File: config.mk
export PLATFORM = sky130hd
export DESIGN_NAME = lh_sample_arbiter
export DESIGN_NICKNAME = d
export VERILOG_FILES = /design/src/rtl/lh_pkg.sv /design/src/rtl/lh_rr_pick.sv /design/src/rtl/lh_sample_arbiter.sv
export SDC_FILE = /design/constraint.sdc
export NUM_CORES = 1
export LEC_CHECK = 0
export CAP_MARGIN = 10
export CORE_MARGIN = 3
export CORE_UTILIZATION = 30
export DETAILED_ROUTE_END_ITERATION = 8
export PLACE_DENSITY = 0.49
export REMOVE_ABC_BUFFERS = 1
export SETUP_SLACK_MARGIN = 0.1
export SYNTH_ARGS = -nofsm -noshare
export SYNTH_HDL_FRONTEND = slang
export SYNTH_SLANG_ARGS = --single-unit
File: constraint.sdc
create_clock -name CLK -period 3.8 [get_ports CLK]
set_input_delay 1.14 -clock CLK [delete_from_list [all_inputs] [get_ports CLK]]
set_output_delay 1.14 -clock CLK [all_outputs]
set_load 0.02 [all_outputs]
File: src/rtl/lh_pkg.sv
// Shared widths, FSM encoding and sample payload for the lighthouse sample arbiter.
package lh_pkg;

    localparam int unsigned LH_DATA_W = 32;
    localparam int unsigned LH_ADDR_W = 2;

    typedef enum logic {
        ST_IDLE = 1'b0,
        ST_HOLD = 1'b1
    } lh_state_e;

    typedef struct packed {
        logic [LH_ADDR_W-1:0] addr;
        logic [LH_DATA_W-1:0] data;
    } lh_sample_t;

    // Index width for n channels; a single channel still gets a 1-bit index.
    function automatic int unsigned lh_idx_w(input int unsigned n);
        return (n > 1) ? $clog2(n) : 1;
    endfunction

endpackage

File: src/rtl/lh_rr_pick.sv
// Combinational round-robin picker: first pending index at or after rr_ptr, wrapping.
module lh_rr_pick
#(
    parameter int unsigned NUM_SENSORS = 4,
    parameter int unsigned IDX_W       = 2
) (
    input  logic [NUM_SENSORS-1:0] pending,
    input  logic [IDX_W-1:0]       rr_ptr,
    output logic [IDX_W-1:0]       grant,
    output logic                   any_pending
);

    always_comb begin
        int unsigned idx;
        idx         = 0;
        grant       = '0;
        any_pending = 1'b0;
        for (int unsigned k = 0; k < NUM_SENSORS; k++) begin
            idx = (32'(rr_ptr) + k) % NUM_SENSORS;
            if (!any_pending && pending[IDX_W'(idx)]) begin
                grant       = IDX_W'(idx);
                any_pending = 1'b1;
            end
        end
    end

endmodule

File: src/rtl/lh_sample_arbiter.sv
// Serialises per-sensor sweep samples onto one valid/ready stream with round-robin grant.
// Optional capture timestamps are enabled by defining LH_ARB_TIMESTAMP_EN.
module lh_sample_arbiter
    import lh_pkg::*;
#(
    parameter int unsigned NUM_SENSORS = 4,
    parameter int unsigned TS_WIDTH    = 32
) (
    input  logic                                 CLK,
    input  logic                                 RESET,
    input  logic [NUM_SENSORS-1:0]               SENSOR_READY,
    input  logic [LH_ADDR_W*NUM_SENSORS-1:0]     SENSOR_ADDRESS,
    input  logic [LH_DATA_W*NUM_SENSORS-1:0]     SENSOR_DATA,
    output logic                                 OUT_VALID,
    input  logic                                 OUT_READY,
    output logic [lh_idx_w(NUM_SENSORS)-1:0]     OUT_SENSOR,
    output logic [LH_ADDR_W-1:0]                 OUT_ADDRESS,
    output logic [LH_DATA_W-1:0]                 OUT_DATA,
    output logic [NUM_SENSORS-1:0]               OVERFLOW,
    input  logic                                 OVF_CLR
`ifdef LH_ARB_TIMESTAMP_EN
    ,
    output logic [TS_WIDTH-1:0]                  OUT_TIMESTAMP
`endif
);

    localparam int unsigned IDX_W = lh_idx_w(NUM_SENSORS);

    if (NUM_SENSORS < 1 || NUM_SENSORS > 16 || TS_WIDTH < 1) begin : g_bad_cfg
        $error("lh_sample_arbiter: unsupported NUM_SENSORS or TS_WIDTH");
    end

    lh_state_e              state;
    logic [NUM_SENSORS-1:0] ready_q;
    logic [NUM_SENSORS-1:0] pending;
    logic [NUM_SENSORS-1:0] rise;
    logic [NUM_SENSORS-1:0] grant_clr;
    logic [NUM_SENSORS-1:0] ovf_set;
    lh_sample_t             slot [NUM_SENSORS];
    logic [IDX_W-1:0]       rr_ptr;
    logic [IDX_W-1:0]       grant;
    logic [IDX_W-1:0]       next_ptr;
    logic                   any_pending;
    logic                   grant_now;

`ifdef LH_ARB_TIMESTAMP_EN
    logic [TS_WIDTH-1:0]    ts_cnt;
    logic [TS_WIDTH-1:0]    slot_ts [NUM_SENSORS];
`endif

    lh_rr_pick #(
        .NUM_SENSORS (NUM_SENSORS),
        .IDX_W       (IDX_W)
    ) u_pick (
        .pending     (pending),
        .rr_ptr      (rr_ptr),
        .grant       (grant),
        .any_pending (any_pending)
    );

    // A slot granted this cycle is not an overrun target, even if its sensor rises now.
    always_comb begin
        rise      = SENSOR_READY & ~ready_q;
        grant_now = (state == ST_IDLE) && any_pending;
        grant_clr = '0;
        if (grant_now) begin
            grant_clr = NUM_SENSORS'(1) << grant;
        end
        ovf_set  = rise & pending & ~grant_clr;
        next_ptr = (OUT_SENSOR == IDX_W'(NUM_SENSORS - 1)) ? '0 : OUT_SENSOR + 1'b1;
    end

    always_ff @(posedge CLK) begin
        if (RESET) begin
            state       <= ST_IDLE;
            ready_q     <= '0;
            pending     <= '0;
            rr_ptr      <= '0;
            OUT_VALID   <= 1'b0;
            OUT_SENSOR  <= '0;
            OUT_ADDRESS <= '0;
            OUT_DATA    <= '0;
            OVERFLOW    <= '0;
            for (int i = 0; i < NUM_SENSORS; i++) begin
                slot[i] <= '0;
            end
`ifdef LH_ARB_TIMESTAMP_EN
            ts_cnt        <= '0;
            OUT_TIMESTAMP <= '0;
            for (int i = 0; i < NUM_SENSORS; i++) begin
                slot_ts[i] <= '0;
            end
`endif
        end else begin
            ready_q  <= SENSOR_READY;
            pending  <= (pending & ~grant_clr) | rise;
            OVERFLOW <= (OVF_CLR ? '0 : OVERFLOW) | ovf_set;
            for (int i = 0; i < NUM_SENSORS; i++) begin
                if (rise[i]) begin
                    slot[i].addr <= SENSOR_ADDRESS[LH_ADDR_W*i +: LH_ADDR_W];
                    slot[i].data <= SENSOR_DATA[LH_DATA_W*i +: LH_DATA_W];
                end
            end
`ifdef LH_ARB_TIMESTAMP_EN
            ts_cnt <= ts_cnt + 1'b1;
            for (int i = 0; i < NUM_SENSORS; i++) begin
                if (rise[i]) begin
                    slot_ts[i] <= ts_cnt;
                end
            end
`endif
            case (state)
                ST_IDLE: begin
                    if (any_pending) begin
                        OUT_VALID   <= 1'b1;
                        OUT_SENSOR  <= grant;
                        OUT_ADDRESS <= slot[grant].addr;
                        OUT_DATA    <= slot[grant].data;
`ifdef LH_ARB_TIMESTAMP_EN
                        OUT_TIMESTAMP <= slot_ts[grant];
`endif
                        state       <= ST_HOLD;
                    end
                end
                ST_HOLD: begin
                    if (OUT_READY) begin
                        OUT_VALID <= 1'b0;
                        rr_ptr    <= next_ptr;
                        state     <= ST_IDLE;
                    end
                end
                default: state <= ST_IDLE;
            endcase
        end
    end

endmodule
Yosys cells after proc, flatten, opt, wreduce, memory -nomap -nowiden
Memory sizes are Yosys's and may differ from the RTL's. A register that Yosys moved wholly into a read port is not among the register bits.
Index checks and enable logic that the tools add are counted.
Storage, ports and cells
  flip-flop bits (word level): 18
  bits in writable memories: 136
  bits of input ports: 144
  output and inout port bits: 41
  memories: 1
Memory list
  slot: words 4, bits a word 34, read ports 1, clocked after memory_dff 1, write ports 4, RTL line lh_sample_arbiter.sv:39  | lh_sample_t slot [NUM_SENSORS];
Operators by class
  add/sub/neg operators: 4
  $lt $le $gt $ge: 4
  equal/unequal tests: 3
  shifts and indexed selects: 1
  mux-type cells: 47
  bitwise gates (word level): 17
  reductions and logical operators: 10
Operator list (number)
  32-bit two-way mux: 4
  1-bit two-way mux: 26
  2-bit two-way mux: 9
  4-bit bitwise AND: 4
  2-bit by 3-bit < comparator with 1-bit output, second input constant: 4
  1-bit binary-select mux with 2-bit select: 4
  4-bit two-way mux: 2
  4-bit inverter: 2
  1-bit bitwise OR: 8
  4-bit bitwise OR: 2
  2-bit AND reduction: 3
  2-bit by 1-bit adder with 2-bit output, second input constant: 2
  2-bit adder, second input constant: 2
  1-bit logical AND: 4
  2-bit inequality test, second input constant: 2
  1-bit case mux with 2 select lines: 2
  1-bit by 2-bit left shift with 4-bit output, first input constant: 1
  1-bit zero test: 3
  2-bit == test, second input constant: 1
  1-bit inverter: 1

Depth between registers and ports, before layout
Gate-level depths: netlist of run 1.
  word-level depth: 17
  mapped depth: 9
  depth with buffers taken out: 5

By module
Synthesis of run 1 repeated with hierarchy kept, for this count alone.
Unflattened totals
  cell total of the unflattened synthesis: 567
  area total of the unflattened synthesis: 7885.1 sq um
By module, submodules not included
  lh_sample_arbiter: times used 1, cells each 552, area each 7807.5 sq um
  lh_rr_pick: times used 1, cells each 15, area each 77.6 sq um

Worst setup path after synthesis of run 1
Ideal clock, no wire load.
  path type: input to register
  start: input RESET
  end: memory slot[0][0] (netlist name), enable pin
  library setup time: 0.392 ns
  data arrival time: 2.409 ns
  required time: 3.408 ns
  path slack: 0.999 ns
  stages on the path: 4
  path through: clkbuf_1 inv_1 clkbuf_1 nand2_1
RTL lines
  from (decl): RTL line lh_sample_arbiter.sv:10  | input logic RESET,
  to (decl): RTL line lh_sample_arbiter.sv:39

Final worst setup path of run 1
  start: register OUT_SENSOR[0]
  end: output OUT_SENSOR[0]
RTL lines
  from (decl): RTL line lh_sample_arbiter.sv:16  | output logic [lh_idx_w(NUM_SENSORS)-1:0] OUT_SENSOR,
  from (signal assigned): RTL line lh_sample_arbiter.sv:116  | OUT_SENSOR <= grant;
No word-level cell between the ends.

==> metrics.txt, run 1 <==
arrival time of the worst setup path=1.46 ns; vias in the first global route=5902; DR vias=5591; total grt overflow=0; Via density=4.90; Synth Warn #=0; sequential fraction of the synthesis area=65.4%; Die X=168 um; slowest stage delay, CP=0.64 ns; Synth area leaders=edfxtp_1, dfxtp_1, and2_1; DRT iter0 DRCs=449; CTS buffer count=17; Worst Setup SP=OUT_SENSOR[0]; core area=0.0254 mm2; Finished Layout Cells=1141; Hold Path Origin=OUT_VALID; Synth top area share=52.1%; worst slew pin tran=1.19 ns; htree depth=4; pin count of the biggest net entering global routing=39; post-route setup TNS=0 ns; syn_area_per_cell=12.3 um2; share of cells above drive strength 1=7.15%; hold_buf cts=0; Max IR drop VDD=0.255 mV; Tcrit/Tclk final=68.3%; cell taking the most area after synthesis=edfxtp_1; placed cell count=1109; final hold vios=0; root buf cell=clkbuf_16; final setup vio count=0; DRC errors left=0; ANT cells=0; Max stage delay cell, worst path=clkdlybuf4s50_1; CTS Buffer Depth=2; insertion delay to the later sink of the worst-skew pair=0.43 ns; RSZ-0062 raised after global routing=false; flops & latches, synth=188; # nets final=943; crit path capture type=primary output; Final Critical Period=2.60 ns; Syn Inst Count=637; Critical R2R Launch=rr_ptr[1]; Req. time, crit path=2.66 ns; IO Count=185; post-CTS sizing=0; initial core utilization=30.8%; critical path's top delay family=buffers and inverters; Cell Chain, Critical Path=clkdlybuf4s50_1; Worst Path Class, Setup=register to primary output; clk sinks=188; Min-Delay Path Class=register to register; synth unique cells=38; Fmax achieved=385 MHz; number of flops mapped to enable cells by yosys=136; Leakage=3.78 nW; ys flop type=edfxtp_1; Slew Viols, Final=0; crit start category=register; Clock Pin Slew Worst Setup and Hold Paths=0.07 ns; # Post-CTS Setup Buffers=0; DR pass1 iterations=5; first-pass GRT wire length=34500 um; status=completed; critical path fanouts, max=4; antenna-violating nets left=0; initial antenna violation count=0; GP Congestion=0.809; WL final=22600 um; Die Y=168 um; Layout Skew=0.0101 ns; TritonCTS clock tree=done; CP Buf/Inv Count=1; max-cap violations=0; Global Route Usage Sum=16.1%; DPL Wire Length=14900 um; most frequent cells after synthesis=and2_1, edfxtp_1, nand3_1, dfxtp_1, nor2_1; ys async rst share=0%; num rows=58; normalized max-slew margin=20.4%; fin util=41.7%; IO buf count=184; P per Cell Area=495 mW/mm2; Routed WL per cell=19.8 um; die area=0.0281 mm2; synthesis-to-layout area growth=35.2%; synthesized cell area=0.00783 mm2
-- cell usage in the layout, fill, tap and decap left out, types with 14 or more instances in the layout --
| cell | n |
|---|---|
| o21ai_0 | 14 |
| a311oi_1 | 25 |
| nand2_1 | 16 |
| clkbuf_16 | 17 |
| nor2_1 | 33 |
| a221oi_1 | 31 |
| edfxtp_1 | 136 |
| a21oi_1 | 14 |
| and2_1 | 136 |
| clkdlybuf4s50_1 | 183 |
| nand3_1 | 66 |
| dfxtp_1 | 52 |
-- worst paths after layout --
| path | slack (ns) | depth (start not counted) | to |
|---|---|---|---|
| max | 1.20 | 1 | OUT_SENSOR[0] |
| min | 0.45 | 2 | OUT_VALID |
| max reg2reg | 1.24 | 5 | OUT_DATA[17] |
| min reg2reg | 0.45 | 2 | OUT_VALID |
-- kinds of logic after synthesis --
family	Yosys count	share of synthesized area, %
buffers and inverters	58	3.87
AO/OA/AOI/OAI	113	11.2
flip-flops	188	65.4
multiplexers	1	0.128
AND/OR/NAND/NOR	276	19.2
adder cells (fa/ha/maj)	1	0.160
-- sequential cells by signal, summed over array words and instances (netlist names) --
name / cells
slot: 136
OUT_DATA: 32
OVERFLOW: 4
pending: 4
ready_q: 4
OUT_ADDRESS: 2
OUT_SENSOR: 2
rr_ptr: 2
OUT_VALID: 1
state: 1
-- per-layer routing --
layer	wire length, um	global-route usage (%)	share of wire (%)	vias to the layer above
li1	-	-	-	2669
met1	10200	22.2	45	2711
met2	10900	26.0	48	194
met3	1270	3.75	5.6	17
met4	231	3.52	1.0	0
met5	0	0	0	-
-- report_power, final --
group | total (mW) | leakage [nW] | switching (mW) | internal, mW
Clock | 1.83 | 0.297 | 0.755 | 1.07
Sequential | 2.48 | 1.91 | 0.0957 | 2.39
Combinational | 0.928 | 1.57 | 0.518 | 0.410
Total | 5.24 | 3.78 | 1.37 | 3.87
-- area by class of cell --
type | count | area (um2)
clock inverter | 10 | 139
timing repair buffer | 195 | 1960
tap | 330 | 413
inverter | 5 | 18.8
sequential | 188 | 5120
fill | 2408 | 14800
multi-input combinational | 391 | 2480
clock buffer | 22 | 464
-- per-stage QoR --
stage	cell area (um2)	hold slack, ns	total power [mW]	setup slack, ns
6_report	10600	0.454	5.24	1.20
5_1_grt	10600	0.483	5.46	1.05
4_1_cts	10600	0.459	5.29	1.17
3_5_place_dp	9990	0.450	3.47	0.861
3_3_place_gp	9990	0.452	3.45	0.871
2_1_floorplan	7550	0.506	2.93	1.30
Power figures use the tool's default switching activity.
==> run 2: changes to the inputs <==
- PLACE_DENSITY: 0.49 -> 0.51
- clock period: 3.8 -> 2.3 ns (I/O delays scaled with it)
==> metrics.txt, run 2 (same netlist as run 1, synthesis figures left out) <==
Min-Delay Path Class=register to register (unchanged); initial antenna violation count=1 (was 0); most frequent cells in the layout=clkdlybuf4s50_1, and2_1, edfxtp_1 (unchanged); cell area after layout=0.0108 mm2 (was 0.0106 mm2); insertion delay to the later sink of the worst-skew pair=0.43 ns (about the same); Clock Pin Slew Worst Setup and Hold Paths=0.07 ns (about the same); die area=0.0281 mm2 (unchanged); commonest non-fill, non-tap cell in the layout=clkdlybuf4s50_1 (unchanged); Sw Share=26.4% (was 26.1%); Die X=168 um (unchanged); # Post-CTS Setup Buffers=0 (unchanged); Area after DPL=0.0102 mm2 (was 0.00999 mm2); DPL Wire Length=15400 um (was 14900 um); CTS Buffer Depth=2 (unchanged); RSZ-0062 raised after global routing=false (unchanged); TritonCTS clock tree=done (unchanged); Max IR drop VDD=0.631 mV (was 0.255 mV); crit start category=register (unchanged); Die Y=168 um (unchanged); worst slew pin tran=0.865 ns (was 1.19 ns); Switching Power=2.32 mW (was 1.37 mW); placed cell count=1127 (was 1109); IO buf count=184 (unchanged); Finished Layout Cells=1159 (was 1141); total grt overflow=0 (unchanged); ANT cells=0 (unchanged); slowest stage delay, CP=0.63 ns (was 0.64 ns); synthesis-to-layout area growth=38.3% (was 35.2%); final hold slack=0.469 ns (was 0.454 ns); first-pass GRT wire length=34500 um (about the same); arrival time of the worst setup path=1.45 ns (was 1.46 ns); Fmax achieved=468 MHz; WL final=22800 um (was 22600 um); Global Route Usage Sum=16.1% (about the same); DR vias=5700 (was 5591); vias in the first global route=6003 (was 5902); Cell Chain, Critical Path=clkdlybuf4s50_1 (unchanged); status=completed (unchanged); sequential share of power=46.6% (was 47.4%); Clk network pwr share=34.7% (was 34.9%); pin count of the biggest net entering global routing=44 (was 39); fin util=42.6% (was 41.7%); DR pass1 iterations=5 (unchanged); Seq. cell area=0.00513 mm2 (was 0.00512 mm2); Tcrit/Tclk final=92.8%; Final Critical Period=2.14 ns; Routed WL per cell=19.7 um (was 19.8 um); max-cap violations=0 (unchanged); Layout Skew=0.0129 ns (was 0.0101 ns); initial core utilization=30.8% (unchanged); share of cells above drive strength 1=9.65% (was 7.15%); antenna-violating nets left=0 (unchanged); combinational share of power=18.7% (was 17.7%); DRC errors left=0 (unchanged); multi-input logic area=0.00248 mm2 (unchanged); Slew Viols, Final=0 (unchanged); root buf cell=clkbuf_16 (unchanged); Worst Path Class, Setup=register to primary output (unchanged); critical path fanouts, max=2 (was 4); normalized max-slew margin=42.2% (was 20.4%); critical path's top delay family=buffers and inverters (unchanged); Reg with most FFs=slot (unchanged); cell internal pwr=6.47 mW (was 3.87 mW); num rows=58 (unchanged); GP Congestion=0.729 (was 0.809); DRT iter0 DRCs=450 (was 449); CTS buffer count=17 (unchanged); CP Buf/Inv Count=1 (unchanged); final setup vio count=0 (unchanged); biggest regs=slot (136), OUT_DATA (32) (unchanged); Leakage=3.91 nW (was 3.78 nW); max reg flops=136 (unchanged); clk sinks=188 (unchanged); # nets final=961 (was 943); Via density=4.92 (was 4.90); htree depth=4 (unchanged); core area=0.0254 mm2 (unchanged); final hold vios=0 (unchanged); P per Cell Area=812 mW/mm2 (was 495 mW/mm2); Fill cells=2391 (was 2408); IO Count=185 (unchanged); Max stage delay cell, worst path=clkdlybuf4s50_1 (unchanged); Req. time, crit path=1.61 ns (was 2.66 ns); crit path capture type=primary output (unchanged)
-- run 2: cell count changes in the layout (fill, tap and decap cells not counted), moves of 3 or more --
cell	change
clkinvlp_4	+3
buf_4	+11
buf_12	+7
clkbuf_1	-3
-- run 2: through the flow --
stage | power, mW | worst slack (ns) | TNS (ns)
floorplan | 4.84 | -0.160 | -4.42
global placement | 5.79 | -0.0590 | -2.26
detailed placement | 5.83 | -0.128 | -6.45
CTS | 8.88 | 0.131 | 0
global route | 9.17 | 0.123 | 0
finish | 8.79 | 0.165 | 0
-- run 2: path summary, 6_finish.rpt --
kind / from / endpoint / slack (ns) / depth (start not counted)
worst max-delay path: OUT_DATA[10] / OUT_DATA[10] / 0.16 / 1
worst min-delay path: OUT_VALID / OUT_VALID / 0.47 / 2
worst max register to register: pending[0] / OUT_DATA[5] / 0.35 / 6
worst min register to register: OUT_VALID / OUT_VALID / 0.47 / 2
-- run 2: layout make-up --
class                      instances  area share, %
inverter                           5          0.173
timing repair buffer             213           20.1
tap                              330           3.81
multi-input combinational        391           22.9
clock inverter                    13           1.49
clock buffer                      19           4.18
sequential                       188           47.3
-- run 2: what timing repair did --
item,4_1_cts,5_1_grt
hold buffers,0,0
endpoints found under the setup margin,0,5
gates resized for setup,0,2
hold endpoints to repair,0,0
-- run 2: metal layers --
metal	vias up	global-route usage, %	routed length (um)
li1	2699	-	-
met1	2757	21.9	10400
met2	216	26.2	10800
met3	28	3.66	1230
met4	0	3.98	382
met5	-	0	0
-- run 2: power groups by stage --
stage	clock, mW	combinational, mW	sequential, mW
2_1_floorplan	0	0.585	4.26
3_3_place_gp	0	1.63	4.16
3_5_place_dp	0	1.65	4.17
4_1_cts	3.12	1.66	4.10
5_1_grt	3.27	1.77	4.13
6_report	3.05	1.64	4.10
